===== src/rtl/traffic_pkg.sv =====
// Shared types for the traffic-light lamp monitor:
// phase and monitor-state enums, error codes, legal successor lookup.
package traffic_pkg;

    typedef enum logic [1:0] {
        PH_NONE   = 2'd0,
        PH_RED    = 2'd1,
        PH_GREEN  = 2'd2,
        PH_YELLOW = 2'd3
    } phase_t;

    typedef enum logic {
        ST_SYNC  = 1'b0,
        ST_TRACK = 1'b1
    } mon_state_t;

    localparam logic [2:0] ERR_NONE      = 3'd0;
    localparam logic [2:0] ERR_ONEHOT    = 3'd1;
    localparam logic [2:0] ERR_BAD_TRANS = 3'd2;
    localparam logic [2:0] ERR_SHORT     = 3'd3;
    localparam logic [2:0] ERR_LONG      = 3'd4;

    function automatic phase_t legal_next(input phase_t p);
        case (p)
            PH_RED:    return PH_GREEN;
            PH_GREEN:  return PH_YELLOW;
            PH_YELLOW: return PH_RED;
            default:   return PH_NONE;
        endcase
    endfunction

endpackage


===== src/rtl/sat_counter.sv =====
// Saturating up-counter with clear, load-to-one and increment.
// Clear beats load, load beats increment; holds at all-ones.
module sat_counter #(
    parameter int W = 8
) (
    input  logic         clk,
    input  logic         rst,
    input  logic         i_clr,
    input  logic         i_load,
    input  logic         i_inc,
    output logic [W-1:0] o_count
);

    logic [W-1:0] r_count;

    always_ff @(posedge clk or posedge rst) begin
        if (rst) begin
            r_count <= '0;
        end else if (i_clr) begin
            r_count <= '0;
        end else if (i_load) begin
            r_count <= W'(1);
        end else if (i_inc && (r_count != '1)) begin
            r_count <= r_count + W'(1);
        end
    end

    assign o_count = r_count;

endmodule


===== src/rtl/traffic_light_monitor.sv =====
// Passive lamp-sequence checker: decodes phase, tracks dwell,
// checks RED->GREEN->YELLOW->RED ordering and dwell limits.
module traffic_light_monitor
    import traffic_pkg::*;
#(
    parameter int RED_T    = 4,
    parameter int GREEN_T  = 4,
    parameter int YELLOW_T = 2,
    parameter int DW       = 8
) (
    input  logic          clk,
    input  logic          rst,
    input  logic          red,
    input  logic          yellow,
    input  logic          green,
    input  logic          err_clr,
    output logic [1:0]    phase,
    output logic [DW-1:0] dwell,
    output logic [15:0]   cycles,
    output logic          err,
    output logic [2:0]    err_code,
    output logic          err_pulse
);

    localparam logic [DW-1:0] L_RED    = DW'(RED_T);
    localparam logic [DW-1:0] L_GREEN  = DW'(GREEN_T);
    localparam logic [DW-1:0] L_YELLOW = DW'(YELLOW_T);

    mon_state_t    r_state;
    mon_state_t    w_state_nxt;
    phase_t        r_phase;
    phase_t        w_phase;
    logic [DW-1:0] w_dwell;
    logic [DW-1:0] w_limit;
    logic [15:0]   r_cycles;
    logic          r_err;
    logic [2:0]    r_err_code;
    logic          r_err_pulse;
    logic [2:0]    w_code;
    logic          w_track;
    logic          w_same;
    logic          w_change;
    logic          w_legal;
    logic          w_cycle_inc;

    always_comb begin
        case ({red, green, yellow})
            3'b100:  w_phase = PH_RED;
            3'b010:  w_phase = PH_GREEN;
            3'b001:  w_phase = PH_YELLOW;
            default: w_phase = PH_NONE;
        endcase
    end

    always_comb begin
        case (r_phase)
            PH_RED:    w_limit = L_RED;
            PH_GREEN:  w_limit = L_GREEN;
            PH_YELLOW: w_limit = L_YELLOW;
            default:   w_limit = '0;
        endcase
    end

    assign w_track  = (r_state == ST_TRACK);
    assign w_same   = (w_phase != PH_NONE) && (w_phase == r_phase);
    assign w_change = (w_phase != PH_NONE) && (r_phase != PH_NONE)
                   && (w_phase != r_phase);
    assign w_legal  = w_change && (w_phase == legal_next(r_phase));

    // Only the highest-priority event on a sample is reported.
    always_comb begin
        w_code      = ERR_NONE;
        w_state_nxt = r_state;
        if (w_phase == PH_NONE) begin
            w_code = ERR_ONEHOT;
        end else if (w_track && w_change && !w_legal) begin
            w_code = ERR_BAD_TRANS;
        end else if (w_track && w_legal && (w_dwell < w_limit)) begin
            w_code = ERR_SHORT;
        end else if (w_track && w_same && (w_dwell == w_limit)) begin
            w_code = ERR_LONG;
        end
        if (w_code != ERR_NONE) begin
            w_state_nxt = ST_SYNC;
        end else if (!w_track && w_legal) begin
            w_state_nxt = ST_TRACK;
        end
    end

    assign w_cycle_inc = w_track && w_legal && (r_phase == PH_YELLOW)
                      && (w_code == ERR_NONE);

    always_ff @(posedge clk or posedge rst) begin
        if (rst) begin
            r_state <= ST_SYNC;
        end else begin
            r_state <= w_state_nxt;
        end
    end

    sat_counter #(
        .W (DW)
    ) u_dwell (
        .clk     (clk),
        .rst     (rst),
        .i_clr   (w_phase == PH_NONE),
        .i_load  (!w_same),
        .i_inc   (w_same),
        .o_count (w_dwell)
    );

    always_ff @(posedge clk or posedge rst) begin
        if (rst) begin
            r_phase     <= PH_NONE;
            r_cycles    <= '0;
            r_err       <= 1'b0;
            r_err_code  <= ERR_NONE;
            r_err_pulse <= 1'b0;
        end else begin
            r_phase     <= w_phase;
            r_err_pulse <= (w_code != ERR_NONE);
            if (w_cycle_inc) begin
                r_cycles <= r_cycles + 16'd1;
            end
            if (w_code != ERR_NONE) begin
                r_err      <= 1'b1;
                r_err_code <= w_code;
            end else if (err_clr) begin
                r_err      <= 1'b0;
                r_err_code <= ERR_NONE;
            end
        end
    end

    assign phase     = r_phase;
    assign dwell     = w_dwell;
    assign cycles    = r_cycles;
    assign err       = r_err;
    assign err_code  = r_err_code;
    assign err_pulse = r_err_pulse;

endmodule

===== config.mk =====
export PLATFORM = sky130hd
export DESIGN_NAME = traffic_light_monitor
export DESIGN_NICKNAME = d
export VERILOG_FILES = /design/src/rtl/traffic_pkg.sv /design/src/rtl/sat_counter.sv /design/src/rtl/traffic_light_monitor.sv
export SDC_FILE = /design/constraint.sdc
export NUM_CORES = 1
export LEC_CHECK = 0
export BUFFER_PORTS_ARGS = -buffer_cell sky130_fd_sc_hd__buf_2
export CORE_ASPECT_RATIO = 1.2
export CORE_MARGIN = 5
export CORE_UTILIZATION = 45
export CTS_CLUSTER_SIZE = 12
export DETAILED_ROUTE_END_ITERATION = 16
export PLACE_DENSITY = 0.69
export RECOVER_POWER = 100
export SLEW_MARGIN = 40
export SYNTH_ARGS = -nofsm -noshare
export SYNTH_HDL_FRONTEND = slang
export SYNTH_HIERARCHICAL = 1
export SYNTH_SLANG_ARGS = --single-unit

===== constraint.sdc =====
create_clock -name clk -period 2.92 [get_ports clk]
set_input_delay 0.146 -clock clk [delete_from_list [all_inputs] [get_ports clk]]
set_output_delay 0.146 -clock clk [all_outputs]
set_load 0.1 [all_outputs]

==> results.tsv, run 1 <==
stage	metric	value	unit
worst_setup_path	crit_required	3.09	ns
synthesis	yosysTopAreaCellShare	40.3	%
status	status	complete, no violations	
grt	grt_max_degree	25	
pwr	ir_worst_vdd	0.000262	V
worst_setup_path	arrival	2.88	ns
synthesis	syn_nets	216	
drt	drc_errors	0	
floorplanning	initial_core_util	46.7	%
timing	final-setup-viol-count	0	
timing	tightest_slew	1.19	ns
cts	clockRootBuffer	clkbuf_8	
worst_setup_path	worstSetupStartpointType	register	
grt	grt_overflow	0	
place	hpwlAfterDp	3.17	mm
synthesis	async_reset_ff_share	100	%
cells_and_area	final_common_cell	clkbuf_1	
synthesis	synth_area	0.00199	mm²
timing	maxSlewHeadroom	21.2	%
synthesis	synth_area_leaders	dfrtp_1, xor2_1, ha_1, inv_1, nand2_1	
drt	drtIter0Drc	102	
cts	cts_buffers	5	
synthesis	ys_seq_area_share	40.3	%
worst_hold_path	hold_class	input pin to register	
place	gp_congestion	0.806	
pwr	power_leakage	0.976	nW
synthesis	synth_cell_types	55	
floorplanning	io_pins	37	
drt	wirelength	4.32	mm
cells_and_area	diodes	0	
synthesis	synth.largest_area_cell	dfrtp_1	
timing	fmax	368	MHz
synthesis	synth-main-ff-cell	dfrtp_1	
synthesis	synth.avg_cell_area	9.84	µm²
timing	tns	0	ns
cells_and_area	syn_to_final_growth	16.0	%
place	dp_cells	291	
cts	cts_tree	yes	
cells_and_area	fin_nets	259	
floorplanning	core_area	0.00426	mm²
floorplanning	die_w	70.7	µm
grt	antenna_found_initial	0	
cts	clk_latency	0.29	ns
synthesis	ys_warn_count	6	
drt	firstDrtPassIters	4	
timing	slew_viol_final	0	
grt	grt_pass1_vias	1600	
drt	vias	1656	
timing	period_share	93.0	%
drt	via_per_inst	5.48	
grt	grt_usage	15.5	%
cells_and_area	layout-drive-gt1-share	13.4	%
place	io_buffers	36	
worst_setup_path	critPathCaptureType	register	
worst_setup_path	crit_fanout	10	
cts	clock_sinks	32	
cts	clk_pin_slew	0.07	ns
timing	min_period	2.72	ns
drt	ant_nets	0	
timing	fin_skew	0.00888	ns
flow_run	drv_cap	0	
floorplanning	fp.dieH	82.8	µm
synthesis	ys_ff_latch	32	
cts	htree_levels	2	
timing	hold_viol_final	0	
cts	cts_buffer_depth	2	
timing	rsz0062_at_grt	false	
worst_setup_path	worstSetupPathType	register to register	
pwr	cellPowerDensity	450	mW/mm²
drt	wl_per_cell	14.3	µm
synthesis	synth-edff-count	0	
cells_and_area	mostFrequentLayoutCells	clkbuf_1, dfrtp_1, inv_1, nand2_1, xor2_1	
floorplanning	dieArea	0.00585	mm²
cells_and_area	layout.cells.non_filler	302	
grt	grt_pass1_wl	7.45	mm
floorplanning	row_count	26	
synthesis	syn_inst	202	
layout make-up:
class,count,area (µm²)
Fill cell,412,1950
Multi-Input combinational cell,150,1090
Sequential cell,32,803
Timing Repair Buffer,42,179
Tap cell,56,70.1
Clock buffer,5,68.8
Inverter,14,52.6
Clock inverter,3,42.5
sequential cells by signal (all words and copies together), names as in the netlist:
register         cells
cycles              16
phase                2
err_code             3
r_state              1
err                  1
err_pulse            1
u_dwell/o_count      8
cell families after synthesis:
group | after synthesis | synth area share, %
compound gates | 37 | 13.4
mux | 3 | 1.57
flops | 32 | 40.3
fa+ha+maj | 8 | 5.03
simple gates | 86 | 27.8
buf+inv | 20 | 4.85
xor+xnor | 16 | 7.05
routing by layer:
layer  vias up  GRT usage, %  share of wire, %
li1        823             -                 -
met1       777          20.3                44
met2        49          24.3                49
met3         7          2.90               5.1
met4         0          7.86               2.0
met5         -             0                 0
stage by stage:
stage / hold slack [ns] / power [mW] / instance area [µm²] / utilization (%) / worst slack, ns
after floorplan: -0.0383 / 0.594 / 1990 / - / 0.0720
after global placement: 0.130 / 0.626 / 2220 / 52.1 / 0.218
after detailed placement: 0.137 / 0.628 / 2220 / 52.1 / 0.155
after CTS: 0.146 / 1.06 / 2340 / 54.9 / 0.151
after global routing: 0.174 / 1.09 / 2310 / 54.1 / 0.0717
final: 0.143 / 1.04 / 2310 / 54.1 / 0.204
power breakdown:
group | total [mW] | internal [mW] | switching [mW]
combinational | 0.156 | 0.0380 | 0.118
sequential | 0.460 | 0.452 | 0.00859
clock | 0.423 | 0.252 | 0.170
Yosys cell counts (all sizes together) (3+ instances only):
cell    count
or4         3
nor2        9
o21ai       7
buf         4
nor3       12
nand2      14
a211oi      6
dfrtp      32
xor2       12
and3        3
nand4       4
ha          8
a21oi       8
nor4        7
and4        3
xnor2       4
a31oi       3
nand3       7
inv        14
nand2b      7
nor2b       4
path summary, 6_finish.rpt:
| kind | startpoint | slack, ns | endpoint | cells after the start |
|---|---|---|---|---|
| setup / recovery | phase[0]$_DFF_PP0_ | 0.20 | cycles[1]$_DFFE_PP0P_ | 10 |
| hold / removal | err_clr | 0.14 | err_code[2]$_DFFE_PP0P_ | 4 |
| setup reg to reg | phase[0]$_DFF_PP0_ | 0.20 | cycles[1]$_DFFE_PP0P_ | 10 |
| hold reg to reg | cycles[15]$_DFFE_PP0P_ | 0.46 | cycles[15]$_DFFE_PP0P_ | 1 |
| max in group asynchronous | rst | 1.66 | phase[1]$_DFF_PP0_ | 3 |
| min in group asynchronous | rst | 0.36 | u_dwell/o_count[4]$_DFFE_PP0P_ | 3 |
critical path, stage by stage (launching register included):
cell,delay [ns]
dfrtp_2,0.44
inv_1,0.08
ha_1,0.34
inv_1,0.07
ha_1,0.28
nand4b_1,0.12
a211oi_1,0.07
o31ai_1,0.40
nand4_4,0.25
buf_4,0.24
mux2_1,0.30
timing repair:
action                     4_1_cts  5_1_grt
hold endpoints to repair        32        0
gates resized for setup          0        2
buffers inserted                 0        2
setup endpoints to repair        0        3
hold buffers                     1        0
(Power assumes the default switching activity.)
==> run 2, diff against run 1 <==
clock period = 2.75 ns   (was 2.92 ns; I/O delays follow)
==> results.tsv, run 2 (same netlist as run 1, synthesis figures left out) <==
stage	metric	value	unit	change
cells_and_area	fin_area	0.00231	mm²	+0.33%
cts	clk_latency	0.29	ns	about the same
grt	grt_max_degree	25		unchanged
timing	tightest_slew	1.17	ns	-0.0128 ns
cells_and_area	largest_reg_flops	16		unchanged
drt	drtIter0Drc	95		-6.9%
worst_setup_path	crit_path_top_delay_cell	dfrtp_4		
cells_and_area	layout-drive-gt1-share	13.8	%	+0.41 points
timing	slew_viol_final	0		unchanged
pwr	ir_worst_vdd	0.000228	V	-13%
worst_setup_path	arrival	2.78	ns	-0.10 ns
place	gp_congestion	0.800		-0.73%
floorplanning	row_count	26		unchanged
cells_and_area	multi_input_area	0.00109	mm²	-0.46%
cells_and_area	fin_nets	259		unchanged
pwr	p_switching	319	µW	+7.7%
cts	clk_pin_slew	0.07	ns	about the same
cells_and_area	syn_to_final_growth	16.4	%	
cts	cts_setup_buffers	0		unchanged
timing	fin_skew	0.00407	ns	-0.00481 ns
pwr	clockPowerShare	40.7	%	about the same
timing	rsz0062_at_grt	false		
floorplanning	core_area	0.00426	mm²	unchanged
drt	via_per_inst	5.47		-0.18%
timing	hold_viol_final	0		unchanged
worst_setup_path	worstSetupPathType	register to register		
place	place_area	0.00224	mm²	+0.90%
worst_setup_path	worst-path-buf-inv	3		unchanged
worst_setup_path	worstSetupStartpointType	register		
cts	cts_tree	yes		
cts	cts_buffers	5		unchanged
cells_and_area	fillers	416		+0.97%
drt	wirelength	4.29	mm	-0.79%
drt	firstDrtPassIters	4		unchanged
grt	grt_pass1_vias	1568		-2.0%
worst_hold_path	hold_class	input pin to register		
timing	maxSlewHeadroom	22.1	%	+0.85 points
timing	tns	0	ns	unchanged
cts	cts_buffer_depth	2		unchanged
timing	final-setup-viol-count	0		unchanged
pwr	seqPwrFrac	44.0	%	-0.3 points
cts	clock_sinks	32		unchanged
worst_setup_path	crit_family	simple AND/OR/NAND/NOR gates		
worst_setup_path	crit_fanout	10		unchanged
pwr	switching_share	28.8	%	+0.20 points
place	io_buffers	36		unchanged
timing	min_period	2.56	ns	-0.151 ns
floorplanning	io_pins	37		unchanged
floorplanning	die_w	70.7	µm	unchanged
drt	vias	1653		-0.18%
cells_and_area	diodes	0		unchanged
status	status	complete, no violations		
grt	antenna_found_initial	0		unchanged
timing	fmax	390	MHz	+5.9%
grt	grt_overflow	0		unchanged
floorplanning	initial_core_util	46.7	%	unchanged
pwr	power_leakage	0.989	nW	+1.3%
timing	period_share	93.3	%	+0.27 points
drt	ant_nets	0		unchanged
pwr	pwr-share-comb	15.3	%	+0.3 points
worst_setup_path	critPathCaptureType	register		
worst_setup_path	cpPeakStageDelay	0.47	ns	+0.03 ns
flow_run	drv_cap	0		unchanged
pwr	cellPowerDensity	480	mW/mm²	+6.6%
cts	htree_levels	2		unchanged
cells_and_area	mostFrequentLayoutCells	clkbuf_1, dfrtp_1, inv_1, nand2_1, xor2_1		
floorplanning	fp.dieH	82.8	µm	unchanged
cells_and_area	final_common_cell	clkbuf_1		
drt	wl_per_cell	14.2	µm	-0.79%
worst_setup_path	crit_required	2.96	ns	-0.13 ns
place	hpwlAfterDp	3.09	mm	-2.4%
grt	grt_pass1_wl	7.42	mm	-0.28%
floorplanning	dieArea	0.00585	mm²	unchanged
drt	drc_errors	0		unchanged
pwr	internal-power	791	µW	+6.6%
grt	grt_usage	15.4	%	-0.083 points
cts	clockRootBuffer	clkbuf_8		
worst_setup_path	path_cells	inv_1 > ha_1 > inv_1 > ha_1 > nand4b_1 > a211oi_1 > o31ai_2 > nand4_4 > buf_4 > nor3_1 > xor2_1		
cells_and_area	regArea	808	µm²	+0.62%
## run 2: cell count changes in the layout (fill, tap and decap cells not counted), sizes merged
cell | before | now
clkbuf | 40 | 38
buf | 6 | 8
## run 2: per-stage QoR
stage                     hold WS, ns  power [mW]  setup WS, ns  utilization (%)  instances
final                           0.130        1.11         0.185             54.3        302
after CTS                       0.117        1.13         0.119             55.4        302
after global placement          0.124       0.666         0.182             52.6        293
after global routing            0.190        1.17       0.00787             54.3        302
after detailed placement        0.130       0.668         0.133             52.6        293
after floorplan               -0.0468       0.631        0.0250                -        202
## run 2: area by class of cell
class	count	area share (%)
Clock buffer	5	2.97
Clock inverter	3	1.84
Inverter	14	2.27
Multi-Input combinational cell	150	46.9
Sequential cell	32	34.9
Tap cell	56	3.03
Timing Repair Buffer	42	8.05
## run 2: timing repair
action | in CTS | in global routing
hold buffers | 1 | 0
gates resized for setup | 0 | 2
setup endpoints to repair | 0 | 9
hold endpoints to repair | 32 | 0
## run 2: power groups by stage
stage	logic [mW]	clock network (mW)	registers, mW
after floorplan	0.0721	0	0.559
after global placement	0.169	0	0.497
after detailed placement	0.171	0	0.497
after CTS	0.172	0.468	0.488
after global routing	0.185	0.491	0.489
final	0.170	0.452	0.488
## run 2: tightest hold or removal path: stages
cell	delay, ns
buf_2	0.09
nor2_1	0.04
nand2_1	0.05
o21ai_0	0.06
## run 2: metal layers
| metal | global-route usage, % | up-vias | part of all wire, % |
|---|---|---|---|
| met3 | 4.47 | 5 | 5.3 |
| met4 | 3.76 | 0 | 0.91 |
| met2 | 25.0 | 45 | 47 |
| met5 | 0 | - | 0 |
| li1 | - | 825 | - |
| met1 | 20.3 | 778 | 46 |
## run 2: path summary, 6_finish.rpt
kind / startpoint / endpoint / slack (ns) / cells after the start
max: phase[1]$_DFF_PP0_ / cycles[5]$_DFFE_PP0P_ / 0.19 / 11
max in group asynchronous: rst / phase[0]$_DFF_PP0_ / 1.48 / 3
min: err_clr / err_code[2]$_DFFE_PP0P_ / 0.13 / 4
min reg2reg: cycles[15]$_DFFE_PP0P_ / cycles[15]$_DFFE_PP0P_ / 0.47 / 1
min in group asynchronous: rst / u_dwell/o_count[7]$_DFFE_PP0P_ / 0.35 / 3
max reg2reg: phase[1]$_DFF_PP0_ / cycles[5]$_DFFE_PP0P_ / 0.19 / 11
